`src/rtl/stopwatch_timer.sv`:
```
// Millisecond stopwatch: debounced start/stop/clear keys, tick prescaler and elapsed-time counter.
// Optional lap-freeze display mode is built when STOPWATCH_LAP_EN is defined.

module stopwatch_key_deb #(
  parameter int unsigned DEB_CYCLES = 1_000_000
) (
  input  logic clk,
  input  logic rst_n,
  input  logic key_raw,
  output logic press
);
  localparam int CNT_W = (DEB_CYCLES > 1) ? $clog2(DEB_CYCLES) : 1;
  localparam logic [CNT_W-1:0] DEB_RELOAD = CNT_W'(DEB_CYCLES - 1);

  logic sync_q1, sync_q2, deb_lvl;
  logic [CNT_W-1:0] deb_cnt;

  // Down-counter runs only while the synchronised level disagrees with the accepted level.
  always_ff @(posedge clk or negedge rst_n) begin
    if (!rst_n) begin
      sync_q1 <= 1'b1;
      sync_q2 <= 1'b1;
      deb_lvl <= 1'b1;
      deb_cnt <= DEB_RELOAD;
      press   <= 1'b0;
    end else begin
      sync_q1 <= key_raw;
      sync_q2 <= sync_q1;
      press   <= 1'b0;
      if (sync_q2 == deb_lvl) begin
        deb_cnt <= DEB_RELOAD;
      end else if (deb_cnt == '0) begin
        deb_lvl <= sync_q2;
        deb_cnt <= DEB_RELOAD;
        press   <= ~sync_q2;
      end else begin
        deb_cnt <= deb_cnt - 1'b1;
      end
    end
  end
endmodule

// state | meaning
// IDLE  | stopped and cleared, prescaler held at 0
// RUN   | prescaler advancing, count increments on each tick
// PAUSE | count and prescaler frozen, sub-tick phase kept for resume
module stopwatch_timer #(
  parameter int unsigned CLK_HZ     = 50_000_000,
  parameter int unsigned TICK_HZ    = 1000,
  parameter int unsigned DEB_CYCLES = 1_000_000,
  parameter int unsigned MAX_MS     = 35_999_999
) (
  input  logic        clk,
  input  logic        rst_n,
  input  logic        key_ss,
  input  logic        key_clr,
  input  logic        key_lap,
  output logic [31:0] dec_data,
  output logic        running,
  output logic        wrap
);
  localparam int unsigned PRE_DIV = CLK_HZ / TICK_HZ;
  localparam int PRE_W = (PRE_DIV > 1) ? $clog2(PRE_DIV) : 1;
  localparam logic [PRE_W-1:0] PRE_LAST = PRE_W'(PRE_DIV - 1);
  localparam logic [31:0] MAX_C = 32'(MAX_MS);

  typedef enum logic [1:0] {IDLE, RUN, PAUSE} state_t;

  state_t state, state_nxt;
  logic ss_evt, clr_evt;
  logic in_run, in_idle, tick;
  logic [PRE_W-1:0] pre_cnt, pre_nxt;
  logic [31:0] count, count_nxt, disp_nxt;
  logic wrap_nxt;

  stopwatch_key_deb #(.DEB_CYCLES(DEB_CYCLES)) u_deb_ss (
    .clk(clk), .rst_n(rst_n), .key_raw(key_ss), .press(ss_evt)
  );

  stopwatch_key_deb #(.DEB_CYCLES(DEB_CYCLES)) u_deb_clr (
    .clk(clk), .rst_n(rst_n), .key_raw(key_clr), .press(clr_evt)
  );

  always_ff @(posedge clk or negedge rst_n) begin
    if (!rst_n) begin
      state   <= IDLE;
      running <= 1'b0;
    end else begin
      state   <= state_nxt;
      running <= (state_nxt == RUN);
    end
  end

  // Clear has priority over start/stop when both events land together.
  always_comb begin
    state_nxt = state;
    if (clr_evt) begin
      state_nxt = IDLE;
    end else if (ss_evt) begin
      case (state)
        IDLE:    state_nxt = RUN;
        RUN:     state_nxt = PAUSE;
        PAUSE:   state_nxt = RUN;
        default: state_nxt = IDLE;
      endcase
    end
  end

  always_comb begin
    in_run  = (state == RUN);
    in_idle = (state == IDLE);
  end

  assign tick = in_run && (pre_cnt == PRE_LAST);

  always_comb begin
    count_nxt = count;
    pre_nxt   = pre_cnt;
    wrap_nxt  = 1'b0;
    if (clr_evt) begin
      count_nxt = '0;
      pre_nxt   = '0;
    end else if (in_idle) begin
      pre_nxt = '0;
    end else if (in_run) begin
      if (tick) begin
        pre_nxt = '0;
        if (count == MAX_C) begin
          count_nxt = '0;
          wrap_nxt  = 1'b1;
        end else begin
          count_nxt = count + 32'd1;
        end
      end else begin
        pre_nxt = pre_cnt + 1'b1;
      end
    end
  end

`ifdef STOPWATCH_LAP_EN
  logic lap_evt, lap_hold, lap_hold_nxt;
  logic [31:0] lap_latch, lap_latch_nxt;

  stopwatch_key_deb #(.DEB_CYCLES(DEB_CYCLES)) u_deb_lap (
    .clk(clk), .rst_n(rst_n), .key_raw(key_lap), .press(lap_evt)
  );

  // Latch takes the pre-increment count, so a lap coincident with a tick shows the old value.
  always_comb begin
    lap_hold_nxt  = lap_hold;
    lap_latch_nxt = lap_latch;
    if (clr_evt) begin
      lap_hold_nxt = 1'b0;
    end else if (lap_evt && in_run) begin
      if (lap_hold) begin
        lap_hold_nxt = 1'b0;
      end else begin
        lap_hold_nxt  = 1'b1;
        lap_latch_nxt = count;
      end
    end
    disp_nxt = lap_hold_nxt ? lap_latch_nxt : count_nxt;
  end

  always_ff @(posedge clk or negedge rst_n) begin
    if (!rst_n) begin
      lap_hold  <= 1'b0;
      lap_latch <= '0;
    end else begin
      lap_hold  <= lap_hold_nxt;
      lap_latch <= lap_latch_nxt;
    end
  end
`else
  logic unused_lap;
  assign unused_lap = key_lap;
  assign disp_nxt   = count_nxt;
`endif

  always_ff @(posedge clk or negedge rst_n) begin
    if (!rst_n) begin
      pre_cnt  <= '0;
      count    <= '0;
      dec_data <= '0;
      wrap     <= 1'b0;
    end else begin
      pre_cnt  <= pre_nxt;
      count    <= count_nxt;
      dec_data <= disp_nxt;
      wrap     <= wrap_nxt;
    end
  end
endmodule

```
`config.mk`:
```
export PLATFORM = sky130hd
export DESIGN_NAME = stopwatch_timer
export DESIGN_NICKNAME = d
export VERILOG_FILES = /design/src/rtl/stopwatch_timer.sv
export SDC_FILE = /design/constraint.sdc
export NUM_CORES = 1
export LEC_CHECK = 0
export CELL_PAD_IN_SITES_DETAIL_PLACEMENT = 0
export CELL_PAD_IN_SITES_GLOBAL_PLACEMENT = 1
export CORE_ASPECT_RATIO = 0.7
export CORE_MARGIN = 2
export CORE_UTILIZATION = 44
export CTS_BUF_LIST = sky130_fd_sc_hd__clkbuf_4
export CTS_CLUSTER_DIAMETER = 100
export DETAILED_ROUTE_END_ITERATION = 8
export PLACE_DENSITY_LB_ADDON = 0.1
export RECOVER_POWER = 100
export SYNTH_ARGS = -nofsm -noshare
export SYNTH_HDL_FRONTEND = slang
export SYNTH_HIERARCHICAL = 1
export SYNTH_SLANG_ARGS = --single-unit
```
`constraint.sdc`:
```
create_clock -name clk -period 1.8 [get_ports clk]
set_input_delay 0.18 -clock clk [delete_from_list [all_inputs] [get_ports clk]]
set_output_delay 0.18 -clock clk [all_outputs]
set_load 0.02 [all_outputs]
```
Yosys cells after proc, flatten, opt, wreduce, memory -nomap -nowiden
Cells that the tools add are included.
Storage, ports and cells
  flip-flop bits (word level): 100
  input port bits: 5
  output and inout bits: 34
  word-level logic and storage cells: 67
Cells by class
  add/sub/neg operators: 4
  equality and inequality tests: 8
  multiplexer cells: 25
  bitwise gates (word level): 4
  reductions and logical operators: 11
Operators with widths (count)
  2-to-1 mux 32 bit: 5
  2-to-1 mux 20 bit: 4
  2-to-1 mux 16 bit: 4
  logical NOT 20 bit: 2
  subtractor 20 x 1 -> 20 bit (second input constant): 2
  adder 32 x 1 -> 32 bit (second input constant): 1
  equality test 32 x 26 -> 1 bit (second input constant): 1
  adder 16 x 1 -> 16 bit (second input constant): 1
  equality test 16 bit (second input constant): 1
  2-to-1 mux 1 bit: 9
  equality test 2 x 1 -> 1 bit (second input constant): 2
  2-to-1 mux 2 bit: 2
  inverter 1 bit: 4
  case mux 2 bit (2 select lines): 1
  AND reduction 2 bit: 2
  nonzero test 2 bit: 2
  AND reduction 3 bit: 1
  nonzero test 3 bit: 1
  equality test 1 bit: 2
  equality test 2 bit (second input constant): 1
  logical NOT 2 bit: 1
  != test 2 x 1 -> 1 bit (second input constant): 1
  OR reduction 2 bit: 1
  logical AND 1 bit: 1

Depth between registers and ports, before layout
  depth after elaboration: 6
  depth in mapped cells: 8
  mapped depth without buffers: 6

By module
The synthesis kept the hierarchy.
By module, submodules not included
  stopwatch_timer: instances 1, cells each 318, area an instance 2934.1 µm², sequential area each 1301.2 µm²
  stopwatch_key_deb: instances 2, cells each 113, area an instance 1272.5 µm², sequential area each 619.3 µm²

Least setup slack after synthesis
Ideal clock, no wire load.
  kind: register to register
  start: register count[0]
  end: register count[14]
  library setup time: 77 ps
  data arrival time: 1875 ps
  data required time: 1723 ps
  slack: -152 ps
  cell stages (with the launch flop): 7
  path buffers: 0
  period minus slack after synthesis: 1952 ps
  cell sequence: dfrtp_1 -> ha_1 -> nand3_1 -> nor2_1 -> nand2_1 -> or4_1 -> a21oi_1
Between the ends
  word-level cells in the longest chain between the ends: 6
  elaborated cells between the ends (all ways): 7
  classes of those cells: 1 x add/sub; 1 x eq/ne; 5 x mux
RTL lines
  start: declaration: RTL line 73  | logic [31:0] count, count_nxt, disp_nxt;
  start signal: assignment: RTL line 188  | count <= count_nxt;
  adder 32 x 1 -> 32 bit / equality test 32 x 26 -> 1 bit (equally long branches): RTL line 132, 128
  2-to-1 mux 32 bit *: RTL line 128  | if (count == MAX_C) begin
  2-to-1 mux 32 bit *: RTL line 126  | if (tick) begin
  2-to-1 mux 32 bit *: RTL line 125  | end else if (in_run) begin
  2-to-1 mux 32 bit *: RTL line 123  | end else if (in_idle) begin
  2-to-1 mux 32 bit *: RTL line 120  | if (clr_evt) begin
Every way passes the cells marked *; elsewhere a longest branch is shown, timed or not. The select of a mux whose other input is x is not followed.
A chain may end at the register's enable or synchronous reset.

Worst setup path in the final report
  start: register pre_cnt[0]
  end: register count[17]
Between the ends
  word-level cells in the longest chain between the ends: 4
RTL lines
  start: declaration: RTL line 72  | logic [PRE_W-1:0] pre_cnt, pre_nxt;
  start signal: assignment: RTL line 187  | pre_cnt <= pre_nxt;
  equality test 16 bit: RTL line 114  | assign tick = in_run && (pre_cnt == PRE_LAST);
  logical AND 1 bit: RTL line 114
  nonzero test 2 bit (no line)
  AND reduction 3 bit (no line)
No other way between the ends.

==> impl_metrics.toml <==
[hold_path]
hp-class = "in -> reg"
min_from = "key_clr"

[grt]
grt_pass1_vias = 4783
grt_max_degree = 33
antenna_found_initial = 0
track_usage = 0.2206
grt_pass1_wl_mm = 23.62
grt.overflow.total = 0

[clock_tree]
cts-root-buf = "clkbuf_4"
htreeDepth = 3
numClockSinks = 100
clockBufferDepth = 2
clkTransAtPathRegs_ps = 150
numCtsBuffers = 9
cts_tree = "done"
insertion_delay_ps = 450

[timing]
hold_viol_final = 0
setup_viol = 31
finalCritPeriodShare = 1.141
fin_tns_setup_ps = -6578
fmaxAchievable_mhz = 486.8
finalCriticalPeriod_ps = 2054
slew_headroom = 0.0004923
final_max_slew_viol_count = 0
rsz0062_at_grt = "true"
fin_skew_ps = 13.13
layout_setup_ws_ps = -254.4
worstMarginPinSlew_ps = 1499

[critical_path]
path_class = "reg -> reg"
worstPathArrival_ps = 2430
cp-startpoint = "pre_cnt[0]"
cp-end-kind = "flip-flop"
critical_path.n_buffers_inverters = 0
r2r-start = "pre_cnt[0]"
crit_slowest_cell = "or4_4"
cpPeakStageDelay_ps = 540
cp_max_fo = 8
required_ps = 2180
critPathLaunchType = "flip-flop"
crit_chain = "ha_2 -> nand4_1 -> nor2_4 -> a21oi_4 -> or4_4 -> a21oi_2"
critical_path.top_delay_family = "simple AND/OR/NAND/NOR gates"

[layout]
layout_commonest_cell = "buf_4"
drive_above_1_share = 0.3484
final_cell_mix = "buf_4 (92), nand2_1 (60), dfrtp_1 (55)"
nets = 712
final_cells = 869
syn_to_final_growth_pct = 32.61

[drt]
via_per_inst = 5.593
drc = 0
wl_per_cell_um = 16.44
drtAntennaViolNets = 0
dr.pass1.iters = 5
drtIter0Drc = 211
wirelength_mm = 14.29
via_count = 4860

[logic_synthesis]
async_flop_share = 1.000
mappedNetlistArea_mm2 = 0.005479
synthCells = 544
ys_types = 61
yosysWarningCount = 6
synth-seq-cells = 100
ys_seq_area_frac = 0.4636
synth_nets = 555
synth_area_per_cell_um2 = 10.07
synth_edf_count = 0
synth_ff_type = "dfrtp_1"

[die]
row_count = 34
core_area_mm2 = 0.01229
die_area_mm2 = 0.01338
initial_core_util = 0.4457
die_w_um = 137.4
ios = 39
fp.dieH_um = 97.37

[flow_run]
maxCapViolCount = 1

[run_status]
status = "complete, but fails checks"
violations = "capacitance limit, setup timing"

[placed_design]
place_congestion = 0.8290
hpwl_mm = 9.853
portBuffers = 37
dp_cells = 827

[power]
finalPower_w = 0.003911
p_leak_nw = 2.952
peakVddDrop_uv = 312.8
cellPowerDensity_mw_per_mm2 = 538.2
[timing repair]
action | CTS | global route
buffers inserted | 12 | 7
pin swaps | 14 | 15
resized for setup | 31 | 41
endpoints found under the setup margin | 60 | 93
hold buffers | 1 | 0
cloned | 2 | 3
endpoints found under the hold margin | 61 | 0
[final timing paths]
check	endpoint	slack, ps	depth (start not counted)
worst max-delay path	count[17]	-250	6
worst min-delay path	u_deb_clr/sync_q1	250	1
min in group asynchronous	count[23]	620	2
worst max register to register	count[17]	-250	6
max in group asynchronous	u_deb_ss/deb_cnt[1]	140	3
worst min register to register	u_deb_ss/sync_q2	370	0
[kinds of logic (layout without fill, tap and decap cells)]
| logic type | Yosys count | in the layout | synth area share |
|---|---|---|---|
| adders and majority gates | 6 | 6 | 0.01370 |
| AOI/OAI and AO/OA | 96 | 99 | 0.1183 |
| DFF | 100 | 100 | 0.4636 |
| other | 0 | 1 | 0 |
| buffers and inverters | 26 | 185 | 0.02580 |
| xor gates and xnor gates | 45 | 45 | 0.07193 |
| muxes | 4 | 4 | 0.007992 |
| and+or+nand+nor | 267 | 267 | 0.2987 |
[layout make-up]
class / instances / area (um2)
timing repair buffer: 160 / 1229
tap: 162 / 202.7
multi-input combinational: 421 / 3052
sequential: 100 / 2559
antenna: 1 / 2.502
clock inverter: 6 / 112.6
fill: 1080 / 5029
clock buffer: 10 / 75.07
inverter: 9 / 33.78
[flip-flops by register name, summed over array words and instances, names as in the netlist]
| register | flops |
|---|---|
| u_deb_ss/deb_lvl | 1 |
| u_deb_clr/deb_cnt | 20 |
| u_deb_ss/press | 1 |
| u_deb_ss/sync_q1 | 1 |
| u_deb_clr/deb_lvl | 1 |
| u_deb_ss/sync_q2 | 1 |
| wrap | 1 |
| u_deb_clr/sync_q1 | 1 |
| u_deb_ss/deb_cnt | 20 |
| running | 1 |
| count | 32 |
| pre_cnt | 16 |
| state | 2 |
| u_deb_clr/press | 1 |
| u_deb_clr/sync_q2 | 1 |
[power by group]
part           internal (W)  switching [W]  total, W  leakage [nW]
Clock              0.000723       0.000764   0.00149        0.0971
Sequential          0.00228      0.0000185   0.00230          1.27
Combinational     0.0000450      0.0000832  0.000128          1.59
[Yosys cell counts (3+ instances only)]
master,n,area [um2]
a21oi_1,28,140.1
a21oi_2,5,43.79
a31oi_1,7,43.79
and2_1,5,31.28
and3_1,8,50.05
and4_1,4,35.03
buf_2,8,40.04
buf_4,3,22.52
buf_6,3,33.78
clkbuf_1,3,11.26
dfrtp_1,70,1752
dfstp_2,30,788.3
ha_1,6,75.07
inv_1,9,33.78
mux2_2,3,33.78
nand2_1,60,225.2
nand2b_1,3,18.77
nand3_1,30,150.1
nand4_1,21,131.4
nand4b_1,3,26.28
nor2_1,54,202.7
nor3_1,12,60.06
nor4_1,8,50.05
nor4_2,4,50.05
nor4_4,6,127.6
nor4b_1,6,52.55
o21a_1,5,37.54
o21ai_0,13,65.06
o31ai_1,15,112.6
o32a_1,4,40.04
o41ai_1,3,26.28
or3_1,8,50.05
or4_1,9,67.56
or4_4,7,78.83
xnor2_1,17,148.9
xor2_1,28,245.2
[layer usage]
layer  GRT usage  part of all wire  wire (um)
met1      0.3260              0.49       7010
met4     0.04282             0.012        165
met2      0.3418              0.46       6576
met3     0.03808             0.038        538
met5           0                 0          0
[through the flow]
stage	hold slack, ps	setup slack (ps)	instance area (um2)	util
finish	253.2	-254.4	7266	0.5910
global route	214.8	-366.0	7263	0.5908
CTS	77.84	-248.6	7244	0.5893
detailed placement	127.7	-371.6	6875	0.5592
global placement	126.1	-289.5	6875	0.5592
floorplan	-115.6	-42.86	5589	-
Note: power is estimated with default switching activity, not from simulation.
